## config.mk

```make
export PLATFORM = sky130hd
export DESIGN_NAME = counter_ctrl
export DESIGN_NICKNAME = d
export VERILOG_FILES = /design/src/rtl/counter_ctrl_pkg.sv /design/src/rtl/load_counter.sv /design/src/rtl/counter_ctrl.sv
export SDC_FILE = /design/constraint.sdc
export NUM_CORES = 1
export LEC_CHECK = 0
export BUFFER_PORTS_ARGS = -buffer_cell sky130_fd_sc_hd__buf_4
export CORE_ASPECT_RATIO = 1.25
export CORE_MARGIN = 2
export CORE_UTILIZATION = 40
export DETAILED_ROUTE_END_ITERATION = 6
export HOLD_SLACK_MARGIN = 0.06
export SETUP_SLACK_MARGIN = 0.1
export SLEW_MARGIN = 30
export SYNTH_ARGS = -nofsm -noshare
export SYNTH_HDL_FRONTEND = slang
export SYNTH_SLANG_ARGS = --single-unit
```

## constraint.sdc

```tcl
create_clock -name clk -period 2.47 [get_ports clk]
set_input_delay 0 -clock clk [delete_from_list [all_inputs] [get_ports clk]]
set_output_delay 0 -clock clk [all_outputs]
set_load 0.02 [all_outputs]
```

## src/rtl/counter_ctrl_pkg.sv

```systemverilog
// Shared types for the counter sequencing controller.
// Purely declarative: no latency, no flow control.
// State encoding is referenced by the controller FSM only.
package counter_ctrl_pkg;

    localparam int STATE_W = 3;

    typedef enum logic [STATE_W-1:0] {
        IDLE  = 3'd0,
        ARMED = 3'd1,
        RUN   = 3'd2,
        PAUSE = 3'd3,
        DONE  = 3'd4
    } state_t;

endpackage

```

## src/rtl/load_counter.sv

```systemverilog
// Loadable down-counter with enable and a zero flag.
// Latency: load/decrement visible one cycle later; zero is combinational from q.
// No backpressure: load has priority over enable every cycle.
module load_counter #(
    parameter int W = 16
) (
    input  logic         clk,
    input  logic         reset,
    input  logic         load,
    input  logic [W-1:0] load_val,
    input  logic         en,
    output logic [W-1:0] q,
    output logic         zero
);

    always_ff @(posedge clk) begin
        if (reset) begin
            q <= '0;
        end else if (load) begin
            q <= load_val;
        end else if (en) begin
            q <= q - W'(1);
        end
    end

    assign zero = (q == '0);

endmodule

```

## src/rtl/counter_ctrl.sv

```systemverilog
// Sequencing controller for a prescaled programmable down-counter.
// Latency: count/tick/busy/done registered (one cycle); cfg_ready decoded from state.
// Backpressure: cfg_ready low while running; cfg_valid is simply ignored then.
module counter_ctrl
    import counter_ctrl_pkg::*;
#(
    parameter int WIDTH      = 16,
    parameter int PRESCALE_W = 8
) (
    input  logic                  clk,
    input  logic                  reset,
    input  logic                  cfg_valid,
    output logic                  cfg_ready,
    input  logic [WIDTH-1:0]      cfg_period,
    input  logic [PRESCALE_W-1:0] cfg_prescale,
    input  logic                  cfg_reload,
    input  logic                  start,
    input  logic                  stop,
    input  logic                  pause,
    output logic [WIDTH-1:0]      count,
    output logic                  tick,
    output logic                  busy,
    output logic                  done
);

    state_t                  state;
    state_t                  state_nxt;

    logic [WIDTH-1:0]        period_q;
    logic [PRESCALE_W-1:0]   prescale_q;
    logic                    reload_q;

    logic                    stop_act;
    logic                    start_act;
    logic                    cfg_hs;
    logic                    counting;
    logic                    step;
    logic                    terminal;
    logic [WIDTH-1:0]        run_period;
    logic [PRESCALE_W-1:0]   run_prescale;

    logic                    cnt_load;
    logic                    cnt_en;
    logic [WIDTH-1:0]        cnt_load_val;
    logic                    cnt_zero;
    logic                    psc_load;
    logic                    psc_en;
    logic [PRESCALE_W-1:0]   psc_load_val;
    logic                    psc_zero;
    logic [PRESCALE_W-1:0]   psc_val_unused;

    logic                    tick_nxt;
    logic                    busy_nxt;
    logic                    done_nxt;

    // Command arbitration: stop beats start beats a config handshake.
    assign cfg_ready    = (state == IDLE) || (state == ARMED) || (state == DONE);
    assign stop_act     = stop && (state != IDLE);
    assign cfg_hs       = cfg_valid && cfg_ready && !stop_act;
    assign start_act    = start && (state != IDLE) && !stop_act;
    assign counting     = ((state == RUN) || (state == PAUSE)) && !pause && !stop_act && !start_act;
    assign step         = counting && psc_zero;
    assign terminal     = step && cnt_zero;
    assign run_period   = cfg_hs ? cfg_period   : period_q;
    assign run_prescale = cfg_hs ? cfg_prescale : prescale_q;

    always_ff @(posedge clk) begin
        if (reset) begin
            period_q   <= '0;
            prescale_q <= '0;
            reload_q   <= 1'b0;
        end else if (cfg_hs) begin
            period_q   <= cfg_period;
            prescale_q <= cfg_prescale;
            reload_q   <= cfg_reload;
        end
    end

    always_ff @(posedge clk) begin
        if (reset) begin
            state <= IDLE;
        end else begin
            state <= state_nxt;
        end
    end

    always_comb begin
        state_nxt = state;
        if (stop_act) begin
            state_nxt = IDLE;
        end else if (start_act) begin
            state_nxt = RUN;
        end else if (cfg_hs) begin
            state_nxt = ARMED;
        end else if ((state == RUN) || (state == PAUSE)) begin
            if (pause) begin
                state_nxt = PAUSE;
            end else if (terminal && !reload_q) begin
                state_nxt = DONE;
            end else begin
                state_nxt = RUN;
            end
        end
    end

    // The prescaler counts down from prescale to 0; reaching 0 is the step.
    always_comb begin
        cnt_load     = 1'b0;
        cnt_en       = 1'b0;
        cnt_load_val = period_q;
        psc_load     = 1'b0;
        psc_en       = 1'b0;
        psc_load_val = prescale_q;
        if (stop_act) begin
            cnt_load     = 1'b1;
            cnt_load_val = '0;
            psc_load     = 1'b1;
            psc_load_val = '0;
        end else if (start_act) begin
            cnt_load     = 1'b1;
            cnt_load_val = run_period;
            psc_load     = 1'b1;
            psc_load_val = run_prescale;
        end else if (counting) begin
            psc_load = psc_zero;
            psc_en   = !psc_zero;
            cnt_load = terminal && reload_q;
            cnt_en   = step && !cnt_zero;
        end
    end

    always_comb begin
        tick_nxt = terminal;
        busy_nxt = (state_nxt == RUN) || (state_nxt == PAUSE);
        done_nxt = (state_nxt == DONE);
    end

    always_ff @(posedge clk) begin
        if (reset) begin
            tick <= 1'b0;
            busy <= 1'b0;
            done <= 1'b0;
        end else begin
            tick <= tick_nxt;
            busy <= busy_nxt;
            done <= done_nxt;
        end
    end

    load_counter #(.W(WIDTH)) u_count (
        .clk      (clk),
        .reset    (reset),
        .load     (cnt_load),
        .load_val (cnt_load_val),
        .en       (cnt_en),
        .q        (count),
        .zero     (cnt_zero)
    );

    // Only the prescaler's zero flag matters; its value is never observed.
    load_counter #(.W(PRESCALE_W)) u_psc (
        .clk      (clk),
        .reset    (reset),
        .load     (psc_load),
        .load_val (psc_load_val),
        .en       (psc_en),
        .q        (psc_val_unused),
        .zero     (psc_zero)
    );

endmodule
```

==> impl_results.md, run 1 <==
* Max Clk Rate at ~440 MHz
* Pre-CTS setup slack at 0.209 ns
* Detailed Route WL at approximately 10000 microns
* CTS tree: built
* Mapped Cells at roughly 410
* Nets at ~520
* Antenna violations before repair at 0
* Placer Congestion at 0.930
* Post-layout util at 0.531
* Sink Count at between 50 and 60
* WL per Instance at between 15 and 20 microns
* Routed via count at roughly 3500
* Die area at ~8700 sq um
* Layout cells sized above 1 at 0.200
* H-tree depth at 2
* Crit Path Class: reg2reg
* Core Box Area at slightly below 8000 sq um
* Final-layout fill cell count at ~770
* Final Slew Violations at 0
* DRT Pass-1 Iters at 5
* Placed cells at 550
* Area grow syn2layout at 29.4%
* Setup crit end kind: flop
* Minimum clock period at 2.26 ns
* Max-cap check violation count at 0
* CTS Buf Count at 5
* Clock skew at ~0.0057 ns
* CTS Buffer Depth at 2
* Final ANT Viol Nets at 0
* Slew @ Worst Pin at between 0.5 and 0.6 ns
* Maximum number of pins on one net before global-route repair at 43
* Standard-cell rows at 36
* EDFF count, synth at 0
* Area leader, netlist: dfxtp_1
* Startpoint type of the worst setup path: flop
* Worst vdd ir at ~310 uV
* Chip width at 84.0 microns
* Height of the die at between 100 and 150 microns
* Grt ovf at 0
* Required time of the critical path at between 2 and 3 ns
* Ports at between 50 and 60
* Tcrit/Tclk final at 0.915
* Hold Vio Cnt, Final at 0
* Post-synth ARST share at 0
* Root Driver: clkbuf_8
* Detailed Route Iter0 Violations at 249
* Crit Reg-Reg Endpoint: u_count.q[12]$_SDFFE_PP0P_
* Cell area power density at ~600 nW/um^2
* Mapped Area at between 3000 and 4000 sq um
* Diodes inserted at 0
* Area of placed instances at around 3800 sq um
* Leakage at between 1.5 and 2 nW
* Initial Utilization at 0.410
* HP Start: reset
* Count of cell types in the netlist at 64
* Crit path max fanout at 8
* Endpoint, Worst Hold: state[2]$_SDFF_PP0_
* Slew Limit Headroom at 0.655
* CP startpoint: u_psc.q[1]$_SDFFE_PP0P_
* FF-to-FF Start: u_psc.q[1]$_SDFFE_PP0P_
* Worst Setup Slack, final at 0.211 ns
* YS warnings at 0
* Fin Setup TNS at 0 ns
* Worst r2r path cells at 8
* Final non-filler cell total at a little under 600
* Clock slew at reported path FFs at approximately 0.11 ns
* Avg Cell Area, Syn at about 7.9 sq um
* Design Area, Final at about 4100 sq um
* IO Port Bufs at 50
* Tot Pwr at 2.48 mW
* CP arrival at between 2 and 2.5 ns
* DP HPWL at approximately 7600 microns
* RSZ-0062 raised after global routing: true
* Worst-skew pair later-pin latency at about 0.31 ns
* Reg2reg setup slack at about 0.21 ns
* Top cell type's share of synthesized area at 0.344
* DR vias/cell at about 6
* Global-route wire length before repair at about 17000 microns
* Number of synthesized register bits at 55
* Worst hold slack at ~0.12 ns
* Dominant synthesized flop cell: dfxtp_1
* Status: finished clean
* Syn_nets at ~440
* Synth area leaders: dfxtp_1, nand2_1, a21oi_1
* Sequential area share after synthesis at 0.344
* # DRC at 0
* Total track usage at 0.236
* Hold Crit Depth at 2
* Final setup viols at 0
* Worst hold path class: in2reg
* Vias in the first global route at 3222
## sequential cells by signal, summed over array words and instances, names as in the netlist
signal / count
busy: 1
done: 1
period_q: 16
prescale_q: 8
reload_q: 1
state: 3
tick: 1
u_count.q: 16
u_psc.q: 8
## layer usage
metal / GRT usage / part of all wire / vias to the layer above
li1: - / - / 1680
met1: 0.306 / 0.43 / 1633
met2: 0.409 / 0.50 / 121
met3: 0.0294 / 0.046 / 19
met4: 0.0691 / 0.022 / 0
met5: 0 / 0 / -
## where the power goes
group	total, mW	switching, mW	internal (mW)
Clock	0.529	0.324	0.205
Sequential	1.04	0.0806	0.956
Combinational	0.911	0.516	0.394
## cell usage in the layout (no fill, tap or decap), drive strengths merged, types with 5 or more instances in the layout
master	instances
nand2	69
a31oi	9
buf	75
dlygate4sd3	26
o21ai	14
clkbuf	6
nor4	7
xor2	5
nand4	9
dfxtp	55
mux2i	7
nor2	22
inv	9
o22ai	6
o31ai	6
a211oi	5
a221oi	5
nand3	10
nor3	7
nand2b	7
a21oi	44
and3	6
## kinds of logic after synthesis
group	Yosys count	synth area share
simple gates	168	0.274
mux	9	0.0290
xor+xnor	8	0.0219
buf+inv	34	0.0423
flops	55	0.344
compound gates	128	0.270
fa+ha+maj	5	0.0188
## critical path: stages, from the launching register on
cell	delay (ns)
dfxtp_1	0.36
inv_1	0.10
ha_1	0.14
nor4bb_1	0.26
buf_4	0.20
and4_2	0.28
o21ai_2	0.07
or4_1	0.51
a311oi_1	0.26
## synth_stat cells, types with 3 or more instances
cell	count
o31ai_1	5
and4_1	4
xor2_1	5
a31oi_1	9
or4_1	4
nand2_1	69
a21boi_0	3
nand3_1	10
nor3b_1	3
inv_1	8
o22ai_1	6
nor4_1	4
o21ai_0	11
dfxtp_1	55
nand4_1	9
nor3_1	7
buf_2	6
o31a_1	3
nor4b_1	3
a21oi_1	44
xnor2_1	3
a221oi_1	5
o2111ai_1	3
o21a_1	3
a211oi_1	5
nor2_1	22
o22a_1	4
clkbuf_1	18
ha_1	4
mux2i_1	7
nor2b_1	4
and3_1	6
or3_1	4
nand2b_1	7
## worst max path at each step
stage | end | cells past startpoint
6_report | u_count.q[12]$_SDFFE_PP0P_ | 8
5_1_grt | u_count.q[10]$_SDFFE_PP0P_ | 8
4_1_cts | u_count.q[12]$_SDFFE_PP0P_ | 8
3_5_place_dp | u_count.q[12]$_SDFFE_PP0P_ | 8
3_3_place_gp | u_count.q[10]$_SDFFE_PP0P_ | 8
2_1_floorplan | u_count.q[0]$_SDFFE_PP0P_ | 9
## timing repair
item                                    CTS  global route
resized for setup                         0             4
buffers inserted                          0             1
endpoints found under the setup margin    0             6
hold buffers                             26             0
endpoints found under the hold margin    27             0
## final cells by class
cell class	count	area, sq um	share of cell area
Multi-Input combinational cell	318	1970	0.477
Sequential cell	55	1100	0.267
Timing Repair Buffer	101	823	0.199
Tap cell	95	119	0.0287
Clock buffer	6	72.6	0.0175
Inverter	8	30.0	0.00726
Clock inverter	2	16.3	0.00393
Note: power is estimated with default switching activity, not from simulation.
==> run 2: changes to the inputs <==
ABC_AREA = 1   (was unset)
SYNTH_HIERARCHICAL = 1   (was unset)
==> run 2 against run 1 <==
Effect of this change:
- register-to-register slack worse by 0.08 ns
- sequential share of layout area down 1.7 points
- utilization up 0.94 points
- flip-flop and latch count unchanged
- total power up 2.2%
- final area up 7.0%
- critical path depth up 7
- area after synthesis up 5.0%
- largest power group is now combinational logic
- highest routed layer unchanged
==> impl_results.md, run 2 <==
* Syn_nets at 501 (+13%)
* Sw Ratio at 0.368 (-0.00417)
* Detailed Route WL at 8830 microns (-15%)
* CTS Buffer Depth at 2 (unchanged)
* DP HPWL at 6090 microns (-20%)
* Area leader, netlist: dfxtp_1
* YS warnings at 6 (+6)
* Simple-gate share of the synthesized area at 0.311 (+0.0375)
* Crit path cell chain: inv_2 > ha_4 > nand2_4 > nor2_4 > nand2_2 > nor2_2 > nand2_2 > nor4_4 > nand4_4 > o21ai_4 > buf_6 > nor2_4 > buf_4 > a22oi_2 > a21oi_2
* Synth area leaders: dfxtp_1, inv_1, nand2_1
* Max Clk Rate at 428 MHz (-3.2%)
* Avg Cell Area, Syn at 7.19 sq um (-8.4%)
* Grt ovf at 0 (unchanged)
* Synth Area in Compound Gates at 0.212 (-0.0581)
* # DRC at 0 (unchanged)
* CP arrival at 2.53 ns (+0.04 ns)
* Post-synthesis xor/xnor area fraction at 0.0127 (-0.00925)
* Core Box Area at 8190 sq um (+5.2%)
* Global-route wire length before repair at 14300 microns (-15%)
* Setup crit end kind: flop
* Diodes inserted at 0 (unchanged)
* Slew @ Worst Pin at 0.573 ns (+0.0591 ns)
* Tcrit/Tclk final at 0.945 (+0.0305)
* Number of synthesized register bits at 55 (unchanged)
* Clock skew at 0.00570 ns (-0.0000420 ns)
* DRT Pass-1 Iters at 5 (unchanged)
* Post-synth ARST share at 0 (unchanged)
* Clock slew at reported path FFs at 0.09 ns (-0.02 ns)
* Slew Limit Headroom at 0.618 (-0.0368)
* Count of cell types in the netlist at 39 (-39%)
* Hold Crit Depth at 4 (+2)
* Top cell type's share of synthesized area at 0.328 (-0.0166)
* H-tree depth at 2 (unchanged)
* Final-layout fill cell count at 832 (+8.8%)
* Worst hold path class: in2reg
* Tot Pwr at 2.53 mW (+2.2%)
* Chip width at 86.0 microns (+2.4%)
* Sequential area share after synthesis at 0.328 (-0.0166)
* Required time of the critical path at 2.66 ns (-0.04 ns)
* Slowest stage delay, CP at 0.34 ns (-0.17 ns)
* Final Slew Violations at 0 (unchanged)
* Vias in the first global route at 3092 (-4.0%)
* Multiplexer share of the synthesized area at 0 (-0.0290)
* Worst-skew pair later-pin latency at 0.31 ns (about the same)
* Leading cell type in the layout, fill and taps excluded: buf_4
* DR vias/cell at 4.99 (-15%)
* Largest registers: period_q (16), u_count/q (16)
* Standard-cell rows at 37 (+2.8%)
* Antenna violations before repair at 0 (unchanged)
* Combinational Power Share at 0.411 (+0.043)
* Crit path max fanout at 5 (-3)
* Sequential power share at 0.394 (-0.025)
* EDFF count, synth at 0 (unchanged)
* Maximum number of pins on one net before global-route repair at 52 (+21%)
* Minimum clock period at 2.33 ns (+0.0754 ns)
* Final setup viols at 0 (unchanged)
* Layout cells sized above 1 at 0.358 (+0.158)
* Design Area, Final at 4430 sq um (+7.0%)
* Routed via count at 3298 (-4.5%)
* Clk network pwr share at 0.195 (-0.019)
* Placer Congestion at 0.856 (-8.0%)
* WL per Instance at 13.4 microns (-25%)
* Mapped Area at 3360 sq um (+5.0%)
* Root Driver: clkbuf_8
* Initial Utilization at 0.410 (-0.000410)
* Crit Path Class: reg2reg
* Startpoint type of the worst setup path: flop
* Area grow syn2layout at 31.8%
* Sink Count at 55 (unchanged)
* Max-cap check violation count at 0 (unchanged)
* IO Port Bufs at 50 (unchanged)
* Sw Pwr at 0.930 mW (+1.1%)
* Worst r2r path cells at 15 (+7)
* Hold Vio Cnt, Final at 0 (unchanged)
* Detailed Route Iter0 Violations at 103 (-59%)
* Die area at 9150 sq um (+4.8%)
* Slowest CP cell: dfxtp_2
* Dominant synthesized flop cell: dfxtp_1
* Synth Area in Adders at 0.0112 (-0.00761)
* Mapped Cells at 467 (+15%)
* Fin Setup TNS at 0 ns (unchanged)
* Nets at 597 (+14%)
* Status: finished clean
* Total track usage at 0.195 (-0.0408)
* Internal power at 1.60 mW (+2.9%)
* Area of placed instances at 3900 sq um (+3.5%)
* Height of the die at 106 microns (+2.4%)
* Most frequent cells in the layout: buf_4, inv_1, nand2_1
* Cell area power density at 572 nW/um^2 (-4.5%)
* CTS tree: built
* Worst vdd ir at 232 uV (-26%)
* Synth top cells by count: inv_1, nand2_1, nor2_1, dfxtp_1, nand2_2
* RSZ-0062 raised after global routing: true
* Ports at 51 (unchanged)
* Post-layout util at 0.540 (+0.00941)
* Final ANT Viol Nets at 0 (unchanged)
* CTS Buf Count at 5 (unchanged)
* Largest family of logic cells by synthesized area: simple AND/OR/NAND/NOR gates
* Leakage at 1.98 nW (+24%)
## run 2: changes by cell type after synthesis, moves of 6 or more
| cell | before | now |
|---|---|---|
| inv_1 | 8 | 65 |
| nor2_1 | 22 | 58 |
| a21oi_1 | 44 | 14 |
| nand2_2 | 0 | 27 |
| o21ai_2 | 1 | 26 |
| o22ai_1 | 6 | 23 |
| clkbuf_1 | 18 | 4 |
| nand3_1 | 10 | 23 |
| inv_2 | 0 | 12 |
| a22oi_1 | 0 | 11 |
| nor2_2 | 0 | 10 |
| mux2i_1 | 7 | 0 |
| nand2b_1 | 7 | 0 |
| and3_1 | 6 | 0 |
## run 2: cell families after synthesis
kind of cell / count (synthesis)
AND/OR/NAND/NOR: 207
AO/OA/AOI/OAI: 103
buffers and inverters: 95
flip-flops: 55
XOR/XNOR: 4
adder cells (fa/ha/maj): 3
## run 2: final timing paths
kind,start,to,slack (ns)
hold / removal,start,state[0]$_SDFF_PP0_,0.07
setup reg to reg,u_count/q[1]$_SDFFE_PP0P_,u_count/q[7]$_SDFFE_PP0P_,0.14
hold reg to reg,u_psc/q[2]$_SDFFE_PP0P_,u_psc/q[2]$_SDFFE_PP0P_,0.53
setup / recovery,u_count/q[1]$_SDFFE_PP0P_,u_count/q[7]$_SDFFE_PP0P_,0.14
## run 2: area by class of cell
type / instances / area (sq um) / share of cell area
Multi-Input combinational cell: 317 / 1950 / 0.440
Sequential cell: 55 / 1100 / 0.249
Timing Repair Buffer: 107 / 876 / 0.198
Inverter: 77 / 294 / 0.0664
Tap cell: 97 / 121 / 0.0274
Clock buffer: 7 / 76.3 / 0.0172
Clock inverter: 1 / 5.00 / 0.00113
## run 2: critical path, delay by kind of cell (launching register included)
kind                     cells  cell delay [ns]
flip-flops                   1             0.34
AO/OA/AOI/OAI                3             0.42
AND/OR/NAND/NOR              8             0.92
buffers and inverters        3             0.38
adder cells (fa/ha/maj)      1             0.15
## run 2: what timing repair did
item | CTS | global route
hold endpoints to repair | 26 | 0
resized for setup | 2 | 27
setup endpoints to repair | 13 | 13
setup buffers | 0 | 10
pin swaps | 1 | 15
hold buffers | 26 | 0
## run 2: power by group through the flow
| stage | Combinational [mW] | Sequential (mW) | Clock (mW) |
|---|---|---|---|
| global placement | 0.897 | 1.02 | 0 |
| finish | 1.04 | 0.997 | 0.493 |
| detailed placement | 0.910 | 1.02 | 0 |
| floorplan | 0.660 | 1.04 | 0 |
| global route | 1.15 | 1.01 | 0.548 |
| CTS | 0.949 | 0.997 | 0.522 |
## run 2: metal layers
| metal | vias to the layer above | routed length [microns] | GRT usage |
|---|---|---|---|
| met5 | - | 0 | 0 |
| met3 | 16 | 295 | 0.0357 |
| li1 | 1699 | - | - |
| met1 | 1519 | 3770 | 0.239 |
| met4 | 0 | 183 | 0.0658 |
| met2 | 64 | 4580 | 0.339 |
## run 2: metrics by stage
stage	hold WS [ns]	setup slack, ns	cells
2_1_floorplan	0.0624	0.101	467
3_3_place_gp	0.242	0.0402	617
3_5_place_dp	0.251	-0.0541	617
4_1_cts	0.0656	0.109	651
5_1_grt	0.0964	-0.0109	661
6_report	0.0739	0.135	661
